## src/rtl/pwm_breath_pkg.sv

```systemverilog
// Shared types for the multi-channel PWM breathing engine.
// Ramp modes and triangle direction.
package pwm_breath_pkg;

  typedef enum logic [1:0] {
    MODE_TRIANGLE,
    MODE_SAW_UP,
    MODE_SAW_DOWN,
    MODE_STATIC
  } mode_e;

  typedef enum logic {
    DIR_UP,
    DIR_DOWN
  } dir_e;

endpackage

```

## src/rtl/pwm_breathing_engine_if.sv

```systemverilog
// Config and output bundle between register file and engine.
// master = register file side, slave = engine side.
interface pwm_breathing_engine_if
  import pwm_breath_pkg::*;
#(
  parameter int NumCh          = 4,
  parameter int Resolution     = 16,
  parameter int StepResolution = 8
);

  logic [NumCh-1:0]                en_i;
  logic [2*NumCh-1:0]              mode_i;
  logic [Resolution*NumCh-1:0]     bound_a_i;
  logic [Resolution*NumCh-1:0]     bound_b_i;
  logic [StepResolution*NumCh-1:0] step_i;
  logic [Resolution*NumCh-1:0]     update_period_i;
  logic [Resolution-1:0]           pwm_period_i;
  logic [Resolution*NumCh-1:0]     duty_o;
  logic [NumCh-1:0]                pwm_o;
  logic [NumCh-1:0]                cycle_done_o;

  modport master (
    output en_i, mode_i,
    output bound_a_i, bound_b_i,
    output step_i, update_period_i,
    output pwm_period_i,
    input  duty_o, pwm_o, cycle_done_o
  );

  modport slave (
    input  en_i, mode_i,
    input  bound_a_i, bound_b_i,
    input  step_i, update_period_i,
    input  pwm_period_i,
    output duty_o, pwm_o, cycle_done_o
  );

endinterface

```

## src/rtl/pwm_breath_channel.sv

```systemverilog
// One breathing channel: bound sort, restart detect, prescaler,
// duty/direction FSM, shadow duty and PWM comparator.
module pwm_breath_channel
  import pwm_breath_pkg::*;
#(
  parameter int Resolution     = 16,
  parameter int StepResolution = 8
) (
  input  logic                      clk_i,
  input  logic                      rst_i,
  input  logic                      en_i,
  input  logic [1:0]                mode_i,
  input  logic [Resolution-1:0]     bound_a_i,
  input  logic [Resolution-1:0]     bound_b_i,
  input  logic [StepResolution-1:0] step_i,
  input  logic [Resolution-1:0]     update_period_i,
  input  logic [Resolution-1:0]     cnt_i,
  input  logic                      wrap_i,
  output logic [Resolution-1:0]     duty_o,
  output logic                      pwm_o,
  output logic                      done_o
);

  localparam int W = Resolution + 1;

  mode_e                 mode, mode_q;
  dir_e                  dir_q, dir_d;
  logic [Resolution-1:0] lo, hi, lo_q, hi_q;
  logic [Resolution-1:0] presc_q, presc_d;
  logic [Resolution-1:0] duty_q, duty_d;
  logic [Resolution-1:0] shadow_q, shadow_d;
  logic [Resolution-1:0] step_r;
  logic [W-1:0]          step_x, duty_x, lo_x, hi_x;
  logic [W-1:0]          up_sum, lo_sum;
  logic                  pwm_q, pwm_d, done_q, done_d;
  logic                  restart, tick, hold;

  assign mode   = mode_e'(mode_i);
  assign lo     = (bound_a_i < bound_b_i) ? bound_a_i : bound_b_i;
  assign hi     = (bound_a_i < bound_b_i) ? bound_b_i : bound_a_i;
  assign step_r = Resolution'(step_i);
  assign step_x = W'(step_i);
  assign duty_x = {1'b0, duty_q};
  assign lo_x   = {1'b0, lo};
  assign hi_x   = {1'b0, hi};
  assign up_sum = duty_x + step_x;
  assign lo_sum = lo_x + step_x;

  assign restart = {lo, hi, mode} != {lo_q, hi_q, mode_q};
  assign tick    = presc_q >= update_period_i;
  assign hold    = (step_i == '0) || (lo == hi);

  always_comb begin
    presc_d  = tick ? '0 : presc_q + 1'b1;
    duty_d   = duty_q;
    dir_d    = dir_q;
    done_d   = 1'b0;
    shadow_d = wrap_i ? duty_q : shadow_q;
    pwm_d    = en_i && (cnt_i < shadow_q);
    if (!en_i || restart) begin
      presc_d = '0;
      duty_d  = lo;
      dir_d   = DIR_UP;
    end else if (mode == MODE_STATIC) begin
      duty_d = hi;
    end else if (tick && !hold) begin
      unique case (1'b1)
        mode == MODE_TRIANGLE && dir_q == DIR_UP: begin
          if (up_sum >= hi_x) begin
            duty_d = hi;
            dir_d  = DIR_DOWN;
            done_d = 1'b1;
          end else begin
            duty_d = duty_q + step_r;
          end
        end
        mode == MODE_TRIANGLE && dir_q == DIR_DOWN: begin
          if (duty_x <= lo_sum) begin
            duty_d = lo;
            dir_d  = DIR_UP;
            done_d = 1'b1;
          end else begin
            duty_d = duty_q - step_r;
          end
        end
        mode == MODE_SAW_UP: begin
          if (up_sum > hi_x) begin
            duty_d = lo;
            done_d = 1'b1;
          end else begin
            duty_d = duty_q + step_r;
          end
        end
        mode == MODE_SAW_DOWN: begin
          if (duty_x < lo_sum) begin
            duty_d = hi;
            done_d = 1'b1;
          end else begin
            duty_d = duty_q - step_r;
          end
        end
        default: ;
      endcase
    end
  end

  always_ff @(posedge clk_i) begin
    if (rst_i) begin
      lo_q     <= '0;
      hi_q     <= '0;
      mode_q   <= MODE_TRIANGLE;
      presc_q  <= '0;
      duty_q   <= '0;
      dir_q    <= DIR_UP;
      shadow_q <= '0;
      pwm_q    <= 1'b0;
      done_q   <= 1'b0;
    end else begin
      lo_q     <= lo;
      hi_q     <= hi;
      mode_q   <= mode;
      presc_q  <= presc_d;
      duty_q   <= duty_d;
      dir_q    <= dir_d;
      shadow_q <= shadow_d;
      pwm_q    <= pwm_d;
      done_q   <= done_d;
    end
  end

  assign duty_o = duty_q;
  assign pwm_o  = pwm_q;
  assign done_o = done_q;

endmodule

```

## src/rtl/pwm_breathing_engine.sv

```systemverilog
// Multi-channel breathing PWM: shared base counter feeding
// NumCh independent ramp channels.
module pwm_breathing_engine
  import pwm_breath_pkg::*;
#(
  parameter int NumCh          = 4,
  parameter int Resolution     = 16,
  parameter int StepResolution = 8
) (
  input logic             clk_i,
  input logic             rst_i,
  pwm_breathing_engine_if.slave bus
);

  logic [Resolution-1:0] cnt_q, cnt_d;
  logic                  wrap;

  // >= rather than == so a shrinking period never stalls the counter
  assign wrap  = cnt_q >= bus.pwm_period_i;
  assign cnt_d = wrap ? '0 : cnt_q + 1'b1;

  always_ff @(posedge clk_i) begin
    if (rst_i) begin
      cnt_q <= '0;
    end else begin
      cnt_q <= cnt_d;
    end
  end

  for (genvar c = 0; c < NumCh; c++) begin : g_ch
    pwm_breath_channel #(
      .Resolution     (Resolution),
      .StepResolution (StepResolution)
    ) u_ch (
      .clk_i           (clk_i),
      .rst_i           (rst_i),
      .en_i            (bus.en_i[c]),
      .mode_i          (bus.mode_i[2*c +: 2]),
      .bound_a_i       (bus.bound_a_i[c*Resolution +: Resolution]),
      .bound_b_i       (bus.bound_b_i[c*Resolution +: Resolution]),
      .step_i          (bus.step_i[c*StepResolution +: StepResolution]),
      .update_period_i (bus.update_period_i[c*Resolution +: Resolution]),
      .cnt_i           (cnt_q),
      .wrap_i          (wrap),
      .duty_o          (bus.duty_o[c*Resolution +: Resolution]),
      .pwm_o           (bus.pwm_o[c]),
      .done_o          (bus.cycle_done_o[c])
    );
  end

endmodule

```

## src/flat_wrapper.sv

```systemverilog
// flat-port wrapper written by rule: the top's interface ports become plain ports
module pwm_breathing_engine_flat import pwm_breath_pkg::*;
#(
  parameter int NumCh          = 4,
  parameter int Resolution     = 16,
  parameter int StepResolution = 8
)
  (clk_i, rst_i, bus_en_i, bus_mode_i, bus_bound_a_i, bus_bound_b_i, bus_step_i, bus_update_period_i, bus_pwm_period_i, bus_duty_o, bus_pwm_o, bus_cycle_done_o);
  pwm_breathing_engine_if #(.NumCh(NumCh), .Resolution(Resolution), .StepResolution(StepResolution)) bus_i ();
  input logic clk_i;
  input logic rst_i;
  input wire logic [$bits(bus_i.en_i)-1:0] bus_en_i;
  input wire logic [$bits(bus_i.mode_i)-1:0] bus_mode_i;
  input wire logic [$bits(bus_i.bound_a_i)-1:0] bus_bound_a_i;
  input wire logic [$bits(bus_i.bound_b_i)-1:0] bus_bound_b_i;
  input wire logic [$bits(bus_i.step_i)-1:0] bus_step_i;
  input wire logic [$bits(bus_i.update_period_i)-1:0] bus_update_period_i;
  input wire logic [$bits(bus_i.pwm_period_i)-1:0] bus_pwm_period_i;
  output wire logic [$bits(bus_i.duty_o)-1:0] bus_duty_o;
  output wire logic [$bits(bus_i.pwm_o)-1:0] bus_pwm_o;
  output wire logic [$bits(bus_i.cycle_done_o)-1:0] bus_cycle_done_o;
  assign bus_i.en_i = bus_en_i;
  assign bus_i.mode_i = bus_mode_i;
  assign bus_i.bound_a_i = bus_bound_a_i;
  assign bus_i.bound_b_i = bus_bound_b_i;
  assign bus_i.step_i = bus_step_i;
  assign bus_i.update_period_i = bus_update_period_i;
  assign bus_i.pwm_period_i = bus_pwm_period_i;
  assign bus_duty_o = bus_i.duty_o;
  assign bus_pwm_o = bus_i.pwm_o;
  assign bus_cycle_done_o = bus_i.cycle_done_o;
  pwm_breathing_engine #(.NumCh(NumCh), .Resolution(Resolution), .StepResolution(StepResolution)) u_core (.clk_i(clk_i), .rst_i(rst_i), .bus(bus_i));
endmodule
```

## config.mk

```make
export PLATFORM = sky130hd
export DESIGN_NAME = pwm_breathing_engine_flat
export DESIGN_NICKNAME = d
export VERILOG_FILES = /design/src/rtl/pwm_breath_pkg.sv /design/src/rtl/pwm_breathing_engine_if.sv /design/src/rtl/pwm_breath_channel.sv /design/src/rtl/pwm_breathing_engine.sv /design/src/flat_wrapper.sv
export SDC_FILE = /design/constraint.sdc
export NUM_CORES = 2
export LEC_CHECK = 0
export CAP_MARGIN = 20
export CORE_MARGIN = 2
export CORE_UTILIZATION = 40
export CTS_CLUSTER_DIAMETER = 120
export DETAILED_ROUTE_END_ITERATION = 10
export GPL_TIMING_DRIVEN = 0
export PLACE_DENSITY = 0.68
export SLEW_MARGIN = 10
export SYNTH_ARGS = -nofsm -noshare
export SYNTH_HDL_FRONTEND = slang
export SYNTH_SLANG_ARGS = --single-unit
```

## constraint.sdc

```tcl
create_clock -name clk_i -period 12.2 [get_ports clk_i]
set_input_delay 3.66 -clock clk_i [delete_from_list [all_inputs] [get_ports clk_i]]
set_output_delay 3.66 -clock clk_i [all_outputs]
set_load 0.02 [all_outputs]
```

* Yosys cells after proc, flatten, opt, wreduce, memory -nomap -nowiden
Cells that the tools add are included.
** Operators by class
- Add/subtract/negate cells :: 21
- Order comparisons :: 29
- Eq/ne operators :: 28
- Mux-type cells :: 72
- Bitwise operators :: 12
- Reduce and logical (&&, ||, !) cells :: 73
** Operator list (number)
- $mux 16 :: 36
- $pmux 16 s4 :: 4
- $add 16x8->17 :: 8
- $ne 34x34->1 :: 4
- $lt 16x16->1 :: 8
- $add 16x1->16 const B :: 5
- $ge 16x16->1 :: 5
- $ge 17x16->1 :: 4
- $gt 17x16->1 :: 4
- $le 16x17->1 :: 4
- $lt 16x17->1 :: 4
- $add 16x8->16 :: 4
- $eq 16x16->1 :: 4
- $sub 16x8->16 :: 4
- $logic_not 8->1 :: 4
- $mux 1 :: 24
- $reduce_bool 6->1 :: 4
- $reduce_and 5->1 :: 4
- $eq 2x2->1 const B :: 8
- $logic_and 1x1->1 :: 16
- $ne 2x1->1 const B :: 8
- $pmux 1 s4 :: 4
- $reduce_or 4->1 :: 4
- $not 1->1 :: 12
- 10 further kinds :: 49
** Storage, ports and cells
- Register bits :: 356
- Input bits :: 254

* Depth between registers and ports, before layout
- Word-level depth :: 9
- Gate-level depth with buffers :: 38

* Hierarchy
A second synthesis with hierarchy kept.
** Unflattened totals
- Cell total of the unflattened synthesis :: 4673
- Area total of the unflattened synthesis :: 36302.3 µm²
** By module, submodules not included
- pwm_breath_channel at u_core.g_ch[0].u_ch ... :: times used 2, cells an instance 1122, area each 8700.8 µm²
- pwm_breath_channel at u_core.g_ch[1].u_ch :: times used 1, cells an instance 1179, area each 9036.2 µm²
- pwm_breath_channel at u_core.g_ch[3].u_ch :: times used 1, cells an instance 1122, area each 8750.9 µm²
- pwm_breathing_engine :: times used 1, cells an instance 128, area each 1113.6 µm²

* Worst setup path after synthesis
OpenSTA, ideal clock, no wires.
- Path type :: input -> register
- From :: input port bus_bound_b_i[26]
- To :: register u_core.g_ch[1].u_ch.duty_q[1]
- Setup time :: 0.116 ns
- Arrival time :: 10.390 ns
- Required time :: 12.084 ns
- Path slack :: 1.694 ns
- Stages :: 33
- Cells stage by stage :: clkbuf_1 inv_1 ha_1 nand4_1 or4_1 a21o_1 nand3_1 clkbuf_1 clkbuf_1 buf_1 mux2i_1 inv_1 ha_1 inv_1 o21bai_1 a21oi_1 o21bai_1 a31oi_1 or3_1 nor3_1 xor2_1 ha_1 o21a_1 o21a_1 o211ai_1 nand2_1 o221ai_1 o21bai_1 and2_1 clkbuf_1 o211a_1 o22ai_1 a31o_2
** On the way
- Word-level cells in the longest chain between the ends :: 9
- Elaborated cells between the ends (all ways) :: 25
** RTL lines
- from (decl) :: RTL line flat_wrapper.sv:15 : input wire logic [$bits(bus_i.bound_b_i)-1:0] bus_bound_b_i;
- $lt 16x16->1 (*) :: RTL line pwm_breath_channel.sv:39 : assign lo = (bound_a_i < bound_b_i) ? bound_a_i : bound_b_i;
- $mux 16 (*) :: RTL line pwm_breath_channel.sv:39
- net u_core.g_ch[1].u_ch.lo[3] :: RTL line pwm_breath_channel.sv:28 : logic [Resolution-1:0] lo, hi, lo_q, hi_q;
- $add 16x8->17 :: RTL line pwm_breath_channel.sv:47 : assign lo_sum = lo_x + step_x;
- $lt 16x17->1 or $le 16x17->1 (tied branches) :: RTL line pwm_breath_channel.sv:95, pwm_breath_channel.sv:78
- $mux 16 (on tied branches) :: RTL line pwm_breath_channel.sv:95, pwm_breath_channel.sv:78
- $pmux 16 s4 :: RTL line pwm_breath_channel.sv:67 : unique case (1'b1)
- $mux 16 :: RTL line pwm_breath_channel.sv:66 : end else if (tick && !hold) begin
- $mux 16 :: RTL line pwm_breath_channel.sv:64 : end else if (mode == MODE_STATIC) begin
- $mux 16 :: RTL line pwm_breath_channel.sv:60 : if (!en_i || restart) begin
- to (signal assigned) :: RTL line pwm_breath_channel.sv:123 : duty_q <= duty_d;
- to (decl) :: RTL line pwm_breath_channel.sv:30 : logic [Resolution-1:0] duty_q, duty_d;
Mark *: on every way through the listed nets, which the timed path passes. The rest lies on a longest branch. The select of a mux whose other input is x is not followed.
A chain may end at the register's enable or synchronous reset.

* Final worst setup path
- From :: input port bus_bound_b_i[27]
- To :: register u_core.g_ch[1].u_ch.duty_q[4]
The elaborated chain is that of the path after synthesis.

==> report_table.html <==
<table>
<tr><th>Metric</th><th>Value</th></tr>
<tr><th colspan="2">Status</th></tr>
<tr><td>Run status</td><td>complete, no violations</td></tr>
<tr><th colspan="2">Setup path</th></tr>
<tr><td>Critical Path End Type</td><td>flip-flop</td></tr>
<tr><td>Worst reg-to-reg setup slack</td><td>5.52 ns</td></tr>
<tr><td>Endpoint of the worst register-to-register path</td><td>u_core.g_ch[1].u_ch.duty_o[11]</td></tr>
<tr><td>Worst R2R Start</td><td>u_core.g_ch[1].u_ch.duty_o[2]</td></tr>
<tr><td>CP max FO</td><td>10</td></tr>
<tr><td>Cell with the largest stage delay on the worst path</td><td>sky130_fd_sc_hd__clkdlybuf4s50_1</td></tr>
<tr><td>Data arrival, critical path</td><td>approximately 12 ns</td></tr>
<tr><td>R2R cell count</td><td>19</td></tr>
<tr><td>Launching element type of the critical path</td><td>primary input</td></tr>
<tr><td>CP dominant cell by count</td><td>sky130_fd_sc_hd__ha_1</td></tr>
<tr><td>Data required time at the worst endpoint</td><td>12.66 ns</td></tr>
<tr><td>Crit path kind</td><td>primary input to flip-flop</td></tr>
<tr><td>Max incr delay on CP</td><td>0.70 ns</td></tr>
<tr><th colspan="2">Global route</th></tr>
<tr><td>Met3 track demand over resource</td><td>4.96%</td></tr>
<tr><td>Met1 routing resource usage after global routing</td><td>41.1%</td></tr>
<tr><td>Antenna violations before repair</td><td>3</td></tr>
<tr><td>First-pass GRT wire length</td><td>219,000 µm</td></tr>
<tr><td>Leftover overflow at the end of global routing</td><td>0</td></tr>
<tr><td>Met2 global-route usage</td><td>between 40% and 50%</td></tr>
<tr><td>Total GRT Usage</td><td>~31%</td></tr>
<tr><td>Number of global-route vias before repair</td><td>35,600</td></tr>
<tr><td>Maximum number of pins on one net before global-route repair</td><td>13</td></tr>
<tr><td>Global-route layer with the greatest usage</td><td>met2</td></tr>
<tr><th colspan="2">Floorplan</th></tr>
<tr><td>Core area</td><td>88,200 µm²</td></tr>
<tr><td>Top-level I/O count</td><td>326</td></tr>
<tr><td>Floorplan die height</td><td>302 µm</td></tr>
<tr><td>Die Footprint</td><td>91,200 µm²</td></tr>
<tr><td>Starting Density</td><td>40.3%</td></tr>
<tr><td>Chip width</td><td>302 µm</td></tr>
<tr><td>Number of placement rows</td><td>109</td></tr>
<tr><th colspan="2">Timing</th></tr>
<tr><td>Final worst path period need</td><td>~12 ns</td></tr>
<tr><td>Smallest setup slack after layout</td><td>0.495 ns</td></tr>
<tr><td>F_max</td><td>0.0854 GHz</td></tr>
<tr><td>Setup-violating endpoint count in the final report</td><td>0</td></tr>
<tr><td>Worst relative slew slack</td><td>23.3%</td></tr>
<tr><td>Sum of negative setup slack</td><td>0 ns</td></tr>
<tr><td>Layout Skew</td><td>0.0413 ns</td></tr>
<tr><td>Final worst-path cycle share</td><td>between 90% and 100%</td></tr>
<tr><td>Max-slew violation total from the final report</td><td>0</td></tr>
<tr><td>Setup repair after global routing missed its margin</td><td>no</td></tr>
<tr><td>Tightest hold margin</td><td>approximately 0.47 ns</td></tr>
<tr><td>Tightest Pin Transition</td><td>1.15 ns</td></tr>
<tr><td>Final count of hold timing violations</td><td>0</td></tr>
<tr><th colspan="2">Yosys</th></tr>
<tr><td>Post-synthesis sequential area ratio</td><td>~20%</td></tr>
<tr><td>Count of flip-flops with a built-in enable after synthesis</td><td>0</td></tr>
<tr><td>Top flip-flop cell by instance count after synthesis</td><td>sky130_fd_sc_hd__dfxtp_1</td></tr>
<tr><td>Yosys warning total</td><td>0</td></tr>
<tr><td>Async set-reset flop share out of synthesis</td><td>0%</td></tr>
<tr><td>Distinct cells, synth</td><td>around 90</td></tr>
<tr><td>Dominant cell by count in the synthesized netlist</td><td>sky130_fd_sc_hd__nor2_1</td></tr>
<tr><td>Count of mapped cells out of synthesis</td><td>4,664</td></tr>
<tr><td>Mean Syn Cell Area</td><td>between 7 and 8 µm²</td></tr>
<tr><td>Library cell occupying the most area in the post-synthesis netlist</td><td>sky130_fd_sc_hd__dfxtp_1</td></tr>
<tr><td>Register bit count reported by yosys</td><td>~360</td></tr>
<tr><td>Cell Area, Synth</td><td>35,500 µm²</td></tr>
<tr><td>Cell types with the highest counts after synthesis</td><td>sky130_fd_sc_hd__nor2_1, sky130_fd_sc_hd__inv_1, sky130_fd_sc_hd__ha_1</td></tr>
<tr><td>Share of the synthesized area in the top cell type</td><td>between 20% and 30%</td></tr>
<tr><td>Dominant cells by area after synthesis</td><td>sky130_fd_sc_hd__dfxtp_1, sky130_fd_sc_hd__ha_1, sky130_fd_sc_hd__nor2_1</td></tr>
<tr><td>Synthesized net count</td><td>roughly 5,400</td></tr>
<tr><th colspan="2">Clock network</th></tr>
<tr><td>Root buf cell</td><td>sky130_fd_sc_hd__clkbuf_16</td></tr>
<tr><td>Clock buffers created by TritonCTS</td><td>48</td></tr>
<tr><td>Clock-pin transition on the worst setup and hold timing paths</td><td>0.06 ns</td></tr>
<tr><td>Post-CTS Hold Buffers</td><td>0</td></tr>
<tr><td>Number of buffers on the longest clock path</td><td>3</td></tr>
<tr><td>Insertion delay of the later-clocked pin in the worst-skew pair</td><td>roughly 0.62 ns</td></tr>
<tr><td>Number of levels the H-tree was split into</td><td>2</td></tr>
<tr><td>Number of clock sinks seen by CTS</td><td>356</td></tr>
<tr><td>TritonCTS clock tree</td><td>built</td></tr>
<tr><th colspan="2">Drt</th></tr>
<tr><td>Detailed Route Iter0 Violations</td><td>roughly 3,500</td></tr>
<tr><td>DRC viols</td><td>0</td></tr>
<tr><td>Number of iterations in the first detailed-routing pass</td><td>6</td></tr>
<tr><td>Via count of the routed design</td><td>37,400</td></tr>
<tr><td>Final routed wire length divided by cell count</td><td>23.6 µm</td></tr>
<tr><td>Number of vias per cell after detailed routing</td><td>5.99</td></tr>
<tr><td>Routed wire length</td><td>147,000 µm</td></tr>
<tr><td>Antenna viol nets, final</td><td>0</td></tr>
<tr><th colspan="2">Layout</th></tr>
<tr><td>Post-route insts no fill</td><td>6,241</td></tr>
<tr><td>Total area of multi-input combinational cells</td><td>~26,000 µm²</td></tr>
<tr><td>Reg area</td><td>between 7000 and 8000 µm²</td></tr>
<tr><td># diodes</td><td>0</td></tr>
<tr><td>Fraction of final layout cells with drive strength greater than 1</td><td>~3.8%</td></tr>
<tr><td>Post-route design area</td><td>around 42,000 µm²</td></tr>
<tr><td>Final core area utilization</td><td>47.7%</td></tr>
<tr><td>Net count of the finished layout</td><td>between 5,000 and 6,000</td></tr>
<tr><td>Total of fill cells in the finished design</td><td>approximately 9,000</td></tr>
<tr><td>Relative area change from synthesis to final layout</td><td>18.5%</td></tr>
<tr><th colspan="2">Min path</th></tr>
<tr><td>Worst hold path class</td><td>flip-flop to flip-flop</td></tr>
<tr><td>Worst hold path startpoint</td><td>u_core.g_ch[0].u_ch.presc_q[0]</td></tr>
<tr><td>Worst hold path stage count</td><td>1</td></tr>
<tr><td>Destination of the worst hold path</td><td>u_core.g_ch[0].u_ch.presc_q[0]</td></tr>
<tr><th colspan="2">Placement</th></tr>
<tr><td>Place WS</td><td>-1.33 ns</td></tr>
<tr><td>Instance area at placement</td><td>about 40,000 µm²</td></tr>
<tr><td>Final weighted congestion in routability-driven placement</td><td>1.02</td></tr>
<tr><td>DPL Wire Length</td><td>~120,000 µm</td></tr>
<tr><td>Total of buffers placed on input and output ports</td><td>322</td></tr>
<tr><td>Instance count after placement with tap cells included</td><td>6,159</td></tr>
<tr><th colspan="2">Power</th></tr>
<tr><td>Total power density per cell area</td><td>between 100 and 150 nW/µm²</td></tr>
<tr><td>Worst vdd ir</td><td>about 0.00012 V</td></tr>
<tr><td>Design Power</td><td>roughly 4.6 mW</td></tr>
<tr><td>Leakage</td><td>18.4 nW</td></tr>
<tr><th colspan="2">Run</th></tr>
<tr><td>Number of max-cap violations</td><td>0</td></tr>
</table>
## layout make-up
class | instances | area share [%]
plain buffers | 162 | 1.61
inverters | 459 | 4.09
multi-input cells | 3682 | 62.0
well taps | 1165 | 3.46
repair buffers | 334 | 7.91
flip-flops and latches | 356 | 16.9
clock inverters | 23 | 0.850
clock buffers | 60 | 3.17
## critical path, delay by kind of cell
kind                       cells  cell delay [ns]
AOI/OAI and AO/OA             11             3.22
adders and majority gates      3             1.01
buffers and inverters          7             2.38
and+or+nand+nor                8             1.70
xor gates and xnor gates       1             0.17
## power breakdown
part	total [mW]	switching [mW]	leakage, nW	internal [mW]
clock	1.55	0.608	0.830	0.944
combinational	1.73	1.07	14.6	0.663
sequential	1.34	0.113	2.92	1.22
## layer usage
metal	part of all wire, %	vias up
li1	-	17500
met1	42	17600
met2	44	1858
met3	8.7	384
met4	5.2	4
met5	0.016	-
## registers in the layout (all words and copies together) (netlist names)
signal / cells
u_core.g_ch.u_ch.duty_o: 64
u_core.g_ch.u_ch.presc_q: 64
u_core.g_ch.u_ch.done_o: 4
u_core.g_ch.u_ch.lo_q: 64
u_core.cnt_q: 16
u_core.g_ch.u_ch.mode_q: 8
u_core.g_ch.u_ch.dir_q: 4
u_core.g_ch.u_ch.shadow_q: 64
u_core.g_ch.u_ch.pwm_o: 4
u_core.g_ch.u_ch.hi_q: 64
## what timing repair did
item | in CTS | in global routing
pin swaps | 2 | 0
resized for setup | 10 | 41
setup endpoints to repair | 60 | 69
buffers inserted | 3 | 0
## cells in the final DEF (no fill, tap or decap), types with 50 or more instances in the layout
master and n:
sky130_fd_sc_hd__nand4_1 98, sky130_fd_sc_hd__clkbuf_1 127, sky130_fd_sc_hd__nand2b_1 82, sky130_fd_sc_hd__dfxtp_1 356, sky130_fd_sc_hd__a211oi_1 53, sky130_fd_sc_hd__nand2_1 292, sky130_fd_sc_hd__nor2b_1 54, sky130_fd_sc_hd__ha_1 453
sky130_fd_sc_hd__xor2_1 159, sky130_fd_sc_hd__inv_1 456, sky130_fd_sc_hd__nor2_1 540, sky130_fd_sc_hd__clkdlybuf4s50_1 322, sky130_fd_sc_hd__and3_1 50, sky130_fd_sc_hd__nor3_1 72, sky130_fd_sc_hd__mux2i_1 169, sky130_fd_sc_hd__o211ai_1 58
sky130_fd_sc_hd__nor4_1 60, sky130_fd_sc_hd__o21ai_0 206, sky130_fd_sc_hd__a21oi_1 269, sky130_fd_sc_hd__nand3_1 137, sky130_fd_sc_hd__a21o_1 79, sky130_fd_sc_hd__xnor2_1 170
## logic make-up (layout without fill, tap and decap cells)
kind of cell             after synthesis  after routing  synth area share (%)
XOR/XNOR                             329            329                  8.11
adder cells (fa/ha/maj)              465            465                  16.6
AND/OR/NAND/NOR                     1557           1557                  21.3
buffers and inverters                626           1038                  6.74
flip-flops                           356            356                  20.1
AO/OA/AOI/OAI                       1156           1156                  22.2
multiplexers                         175            175                  4.95
## worst max-delay path by stage
stage	from	to	slack [ns]
final	bus_bound_b_i[27]	u_core.g_ch[1].u_ch.duty_o[4]	0.50
after global routing	bus_bound_b_i[61]	u_core.g_ch[3].u_ch.duty_o[14]	0.01
after CTS	bus_bound_b_i[27]	u_core.g_ch[1].u_ch.duty_o[1]	0.002
after detailed placement	bus_bound_b_i[61]	u_core.g_ch[3].u_ch.done_o	-1.33
after global placement	bus_bound_b_i[61]	u_core.g_ch[3].u_ch.done_o	-1.46
after floorplan	bus_bound_b_i[26]	u_core.g_ch[1].u_ch.duty_o[1]	1.69
Note: power is estimated with default switching activity, not from simulation.
